## src/rtl/prbs_bit_source_if.sv

```systemverilog
// Control/data bundle for prbs_bit_source: seed/mode load, enable and the emitted
// bit stream with its counter and period strobe.
interface prbs_bit_source_if #(
    parameter int NB_SEED  = 15,
    parameter int NB_COUNT = 32
);
    logic                i_enable;
    logic                i_load;
    logic [NB_SEED-1:0]  i_seed;
    logic [1:0]          i_mode;
    logic                o_bit;
    logic                o_valid;
    logic [NB_COUNT-1:0] o_bit_count;
    logic                o_period_strobe;

    modport master (
        output i_enable, i_load, i_seed, i_mode,
        input  o_bit, o_valid, o_bit_count, o_period_strobe
    );

    modport slave (
        input  i_enable, i_load, i_seed, i_mode,
        output o_bit, o_valid, o_bit_count, o_period_strobe
    );
endinterface

```

## src/rtl/prbs_bit_source.sv

```systemverilog
// PRBS7/9/15 Fibonacci bit source with seed load, emitted-bit counter and period strobe.
// Optional periodic bit inversion is built when PRBS_ERROR_INJECT_EN is defined.
module prbs_bit_source #(
    parameter int NB_SEED    = 15,
    parameter int NB_COUNT   = 32,
    parameter int ERR_PERIOD = 1000
) (
    input  logic             clock,
    input  logic             i_reset_n,
    prbs_bit_source_if.slave bus
);
    localparam int                  NB_PER     = 15;
    localparam logic [1:0]          MODE_PRBS7 = 2'b00;
    localparam logic [1:0]          MODE_PRBS9 = 2'b01;
    localparam logic [1:0]          MODE_PRBS15 = 2'b10;
    localparam logic [NB_SEED-1:0]  SEED_ZERO  = {NB_SEED{1'b0}};
    localparam logic [NB_SEED-1:0]  STATE_RST  = {{(NB_SEED-7){1'b0}}, 7'h7F};
    localparam logic [NB_COUNT-1:0] COUNT_ZERO = {NB_COUNT{1'b0}};
    localparam logic [NB_COUNT-1:0] COUNT_ONE  = {{(NB_COUNT-1){1'b0}}, 1'b1};

    // Low n bits set for the polynomial of the given mode; reserved code acts as PRBS7.
    function automatic logic [NB_SEED-1:0] order_mask(input logic [1:0] mode);
        logic [NB_SEED-1:0] m;
        m = SEED_ZERO;
        case (mode)
            MODE_PRBS9:  m[8:0]  = 9'h1FF;
            MODE_PRBS15: m[14:0] = 15'h7FFF;
            default:     m[6:0]  = 7'h7F;
        endcase
        return m;
    endfunction

    function automatic logic lfsr_feedback(input logic [NB_SEED-1:0] s, input logic [1:0] mode);
        logic fb;
        case (mode)
            MODE_PRBS9:  fb = s[8] ^ s[4];
            MODE_PRBS15: fb = s[14] ^ s[13];
            default:     fb = s[6] ^ s[5];
        endcase
        return fb;
    endfunction

    function automatic logic [NB_PER-1:0] period_last(input logic [1:0] mode);
        logic [NB_PER-1:0] p;
        case (mode)
            MODE_PRBS9:  p = 15'd511;
            MODE_PRBS15: p = 15'd32767;
            default:     p = 15'd127;
        endcase
        return p;
    endfunction

    logic [NB_SEED-1:0]  r_state;
    logic [1:0]          r_mode;
    logic                r_bit;
    logic                r_valid;
    logic [NB_COUNT-1:0] r_count;
    logic                r_strobe;
    logic [NB_PER-1:0]   r_period;

    logic                w_fb;
    logic                w_bit_out;
    logic [NB_SEED-1:0]  w_next_state;
    logic [NB_SEED-1:0]  w_load_mask;
    logic [NB_SEED-1:0]  w_seed_masked;
    logic [NB_SEED-1:0]  w_load_state;
    logic                w_period_wrap;

    // Next LFSR step, load value with lock-up protection, and period wrap detect.
    always_comb begin
        w_fb          = lfsr_feedback(r_state, r_mode);
        w_next_state  = {r_state[NB_SEED-2:0], w_fb} & order_mask(r_mode);
        w_load_mask   = order_mask(bus.i_mode);
        w_seed_masked = bus.i_seed & w_load_mask;
        if (w_seed_masked == SEED_ZERO) begin
            w_load_state = w_load_mask;
        end else begin
            w_load_state = w_seed_masked;
        end
        w_period_wrap = ((r_period + 15'd1) == period_last(r_mode));
    end

`ifdef PRBS_ERROR_INJECT_EN
    localparam int               NB_ERR   = (ERR_PERIOD > 1) ? $clog2(ERR_PERIOD) : 1;
    localparam logic [NB_ERR-1:0] ERR_LAST = NB_ERR'(ERR_PERIOD - 1);
    localparam logic [NB_ERR-1:0] ERR_ZERO = {NB_ERR{1'b0}};
    localparam logic [NB_ERR-1:0] ERR_ONE  = NB_ERR'(1);

    logic [NB_ERR-1:0] r_err_cnt;
    logic              w_err_hit;

    // The ERR_PERIOD-th emitted bit since load/reset is the one to invert.
    always_comb begin
        w_err_hit = (r_err_cnt == ERR_LAST);
        w_bit_out = w_fb ^ w_err_hit;
    end

    // Emitted-bit counter modulo ERR_PERIOD; the LFSR itself is never disturbed.
    always_ff @(posedge clock or negedge i_reset_n) begin
        if (!i_reset_n) begin
            r_err_cnt <= ERR_ZERO;
        end else if (bus.i_load) begin
            r_err_cnt <= ERR_ZERO;
        end else if (bus.i_enable) begin
            r_err_cnt <= w_err_hit ? ERR_ZERO : (r_err_cnt + ERR_ONE);
        end else begin
            r_err_cnt <= r_err_cnt;
        end
    end
`else
    // No injection: the emitted bit is the raw feedback.
    always_comb begin
        w_bit_out = w_fb;
    end
`endif

    // LFSR state, mode, emitted bit, counters and strobe; load overrides enable.
    always_ff @(posedge clock or negedge i_reset_n) begin
        if (!i_reset_n) begin
            r_state  <= STATE_RST;
            r_mode   <= MODE_PRBS7;
            r_bit    <= 1'b0;
            r_valid  <= 1'b0;
            r_count  <= COUNT_ZERO;
            r_strobe <= 1'b0;
            r_period <= 15'd0;
        end else if (bus.i_load) begin
            r_state  <= w_load_state;
            r_mode   <= bus.i_mode;
            r_valid  <= 1'b0;
            r_count  <= COUNT_ZERO;
            r_strobe <= 1'b0;
            r_period <= 15'd0;
        end else if (bus.i_enable) begin
            r_state  <= w_next_state;
            r_bit    <= w_bit_out;
            r_valid  <= 1'b1;
            r_count  <= r_count + COUNT_ONE;
            r_strobe <= w_period_wrap;
            r_period <= w_period_wrap ? 15'd0 : (r_period + 15'd1);
        end else begin
            r_valid  <= 1'b0;
            r_strobe <= 1'b0;
        end
    end

    assign bus.o_bit           = r_bit;
    assign bus.o_valid         = r_valid;
    assign bus.o_bit_count     = r_count;
    assign bus.o_period_strobe = r_strobe;
endmodule

```

## src/flat_wrapper.sv

```systemverilog
// flat-port wrapper written by rule: the top's interface ports become plain ports
module prbs_bit_source_flat 
#(
    parameter int NB_SEED    = 15,
    parameter int NB_COUNT   = 32,
    parameter int ERR_PERIOD = 1000
)
  (clock, i_reset_n, bus_i_enable, bus_i_load, bus_i_seed, bus_i_mode, bus_o_bit, bus_o_valid, bus_o_bit_count, bus_o_period_strobe);
  prbs_bit_source_if #(.NB_SEED(NB_SEED), .NB_COUNT(NB_COUNT)) bus_i ();
  input  logic clock;
  input  logic i_reset_n;
  input wire logic [$bits(bus_i.i_enable)-1:0] bus_i_enable;
  input wire logic [$bits(bus_i.i_load)-1:0] bus_i_load;
  input wire logic [$bits(bus_i.i_seed)-1:0] bus_i_seed;
  input wire logic [$bits(bus_i.i_mode)-1:0] bus_i_mode;
  output wire logic [$bits(bus_i.o_bit)-1:0] bus_o_bit;
  output wire logic [$bits(bus_i.o_valid)-1:0] bus_o_valid;
  output wire logic [$bits(bus_i.o_bit_count)-1:0] bus_o_bit_count;
  output wire logic [$bits(bus_i.o_period_strobe)-1:0] bus_o_period_strobe;
  assign bus_i.i_enable = bus_i_enable;
  assign bus_i.i_load = bus_i_load;
  assign bus_i.i_seed = bus_i_seed;
  assign bus_i.i_mode = bus_i_mode;
  assign bus_o_bit = bus_i.o_bit;
  assign bus_o_valid = bus_i.o_valid;
  assign bus_o_bit_count = bus_i.o_bit_count;
  assign bus_o_period_strobe = bus_i.o_period_strobe;
  prbs_bit_source #(.NB_SEED(NB_SEED), .NB_COUNT(NB_COUNT), .ERR_PERIOD(ERR_PERIOD)) u_core (.clock(clock), .i_reset_n(i_reset_n), .bus(bus_i));
endmodule
```

## config.mk

```make
export PLATFORM = sky130hd
export DESIGN_NAME = prbs_bit_source_flat
export DESIGN_NICKNAME = d
export VERILOG_FILES = /design/src/rtl/prbs_bit_source_if.sv /design/src/rtl/prbs_bit_source.sv /design/src/flat_wrapper.sv
export SDC_FILE = /design/constraint.sdc
export NUM_CORES = 1
export LEC_CHECK = 0
export CORE_MARGIN = 1
export CORE_UTILIZATION = 30
export DETAILED_ROUTE_END_ITERATION = 16
export GPL_ROUTABILITY_DRIVEN = 0
export PLACE_DENSITY = 0.57
export SYNTH_ARGS = -nofsm -noshare
export SYNTH_HDL_FRONTEND = slang
export SYNTH_SLANG_ARGS = --single-unit
export TNS_END_PERCENT = 1
```

## constraint.sdc

```tcl
create_clock -name clock -period 2.7 [get_ports clock]
set_input_delay 0.81 -clock clock [delete_from_list [all_inputs] [get_ports clock]]
set_output_delay 0.81 -clock clock [all_outputs]
set_load 0.01 [all_outputs]
```

==> results.toml <==
[outcome]
outcome = "completed"

[global_route]
grt_pass1_wl_um = 15720
grt_pass1_vias = 3311
grt_usage = 0.1467
overflow = 0
grt_antenna_before_repair = 0
grt_max_degree = 61

[sta]
drv_slew = 0
setup_viol = 0
slew_headroom = 0.5914
final.setup_skew_ns = 0.005306
finalCritPeriodShare = 0.9149
final_hold_viol_count = 0
timing.hold.ws_ns = 0.4984
rsz0062_at_grt = "no"
period_minus_slack_ns = 2.470
fin_tns_setup_ns = 0
fmax_ghz = 0.4048
tightest_slew_ns = 0.6128

[synthesis]
yosys_warnings = 0
synth_cell_types = 55
syn_area_mm2 = 0.003890
ys.flop_type = "dfrtp_1"
yosysSeqAreaShare = 0.4333
synth-seq-cells = 67
syn_avg_cell_area_um2 = 9.218
synth_edf_count = 0
synthCells = 422
synthesis.nets = 449
async_flop_share = 1.000

[power_and_ir_drop]
p_leak_nw = 2.056
irDropWorstVdd_uv = 268.2
powerDensity_mw_per_mm2 = 520.6

[clock_tree]
clkSlewWorstSetupHoldPaths_ns = 0.06
post_cts.repair.setup_buffers = 0
h-tree-depth = 3
cts_tree = "built"
cts_buffer_depth = 2
clk_latency_ns = 0.33
cts_resized = 0
cts_made_buffers = 9
cts.sinks = 67
cts_root_buffer = "clkbuf_16"
ctsHoldBuffers = 0

[job]
drv_cap = 0

[drt]
drcViolationCount = 0
dr.pass1.iters = 4
antenna_left = 0
drtIter0Drc = 164
wl_per_cell_um = 13.64
viasPerCell = 4.918
dr_wl_met2_um = 4261
drt-total-wl_um = 8986
num_vias = 3241
met1_length_um = 4312
wl_met3_um = 286
dr.max_layer_used = "met4"

[critical_path]
critPathArrivalTime_ns = 2.70
crit_chain = "ha_1 > nand4_4 > nor4_4 > mux2i_1 > or2_0 > a2bb2oi_2 > nor3_4 > buf_4 > a211oi_1"
startpoint_type = "register"
max_stage_delay_ns = 0.46
cp_max_fo = 8
cp.required_ns = 2.93
crit_buf_inv = 1
slowest_stage = "dfrtp_1"
cp-end-kind = "register"
critical_path_class = "reg -> reg"
r2r_slack_ns = 0.23
cpLargestDelayFamily = "simple AND/OR/NAND/NOR gates"

[layout]
finalNonFillerCells = 659
final_cell_mix = "dfrtp_1, clkdlybuf4s50_1, nor2_1"
area_growth_pct = 29.78
num_antenna_cells = 0
finalNetCount = 509
final_area_mm2 = 0.005049
fin_util = 0.4001
drive_above_1_share = 0.1294
final_common_cell = "dfrtp_1"

[placed_design]
post-dp-hpwl_um = 6490
dp.cells = 643
place_area_mm2 = 0.004710
portBuffers = 55

[die]
die_w_um = 115.9
start_util = 0.3082
dieHeight_um = 115.9
num_rows = 41
pin_count = 56
die_area_mm2 = 0.01343
core_area_mm2 = 0.01262

[min_path]
hold_path.class = "in -> async"
==> metal layers <==
layer	global-route usage	vias up
met1	0.1916	1584
li1	-	1601
met5	0	-
met4	0.04188	0
met2	0.2448	45
met3	0.03033	11
==> power breakdown <==
| part | switching, W | internal (W) | total, W | leakage [nW] |
|---|---|---|---|---|
| Combinational | 0.000136 | 0.000113 | 0.000248 | 0.994 |
| Sequential | 0.0000258 | 0.00105 | 0.00107 | 0.896 |
| Clock | 0.000422 | 0.000886 | 0.00131 | 0.166 |
==> cells in the mapped netlist, types with 2 or more instances <==
cell type  count  area [µm²]
a311oi_1       2       17.52
dfrtp_1       60        1501
nand3_2        2       20.02
nor2_1        46       172.7
nand2b_1       6       37.54
xnor2_1       20       175.2
o21bai_1       2       15.01
and3_1        19       118.9
or3_1          6       37.54
nor2b_1       10       62.56
buf_2          5       25.02
clkbuf_1      19       71.32
o211ai_1       7       52.55
a21oi_1       29       145.1
nor4_1         6       37.54
xor2_1        27       236.5
a221oi_1       2       17.52
nand4_1       13       81.33
a211oi_1      12       90.09
ha_1           6       75.07
dfstp_2        7       183.9
nor3_1         7       35.03
mux2i_1        5       50.05
o21ai_0       18       90.09
a211oi_2       5       62.56
inv_1         11       41.29
nand3_1       11       55.05
nand2_1       32       120.1
==> worst paths after layout <==
kind,cells past startpoint,startpoint,end
max in group asynchronous,2,i_reset_n,u_core.bus.o_bit_count[18]
max,9,u_core.r_period[1],u_core.r_period[11]
min in group clock,1,u_core.bus.o_bit,u_core.bus.o_bit
max reg2reg,9,u_core.r_period[1],u_core.r_period[11]
min reg2reg,1,u_core.bus.o_bit,u_core.bus.o_bit
min,1,i_reset_n,u_core.bus.o_bit_count[4]
==> sequential cells by signal (all words and copies together) (netlist names) <==
register / count
u_core.bus.o_valid: 1
u_core.r_state: 15
u_core.bus.o_bit: 1
u_core.bus.o_period_strobe: 1
u_core.r_mode: 2
u_core.r_period: 15
u_core.bus.o_bit_count: 32
==> logic make-up after synthesis <==
group,count (synthesis),synth area share
xor+xnor,47,0.1058
mux,6,0.01576
flops,67,0.4333
fa+ha+maj,6,0.01930
compound gates,84,0.1435
buf+inv,38,0.04117
simple gates,174,0.2412
==> stage by stage <==
stage	setup WS (ns)	power, W
4_1_cts	0.1933	0.002654
5_1_grt	0.01073	0.002726
3_3_place_gp	0.1171	0.001335
6_report	0.2296	0.002629
3_5_place_dp	0.04196	0.001340
2_1_floorplan	0.3935	0.001213
==> final cells by class <==
type / count / area (µm²)
Clock buffer: 13 / 270.3
Sequential cell: 67 / 1685
Inverter: 11 / 41.29
Fill cell: 1309 / 7571
Timing Repair Buffer: 76 / 723.2
Tap cell: 172 / 215.2
Clock inverter: 3 / 68.82
Multi-Input combinational cell: 317 / 2044
==> worst register-to-register path: cells and delay by family, from the launching register on <==
kind | cells | cell delay [ns]
fa+ha+maj | 1 | 0.26
compound gates | 2 | 0.47
flops | 1 | 0.46
buf+inv | 1 | 0.17
simple gates | 4 | 0.74
mux | 1 | 0.27
No activity file was read; power rests on OpenSTA's default activity.
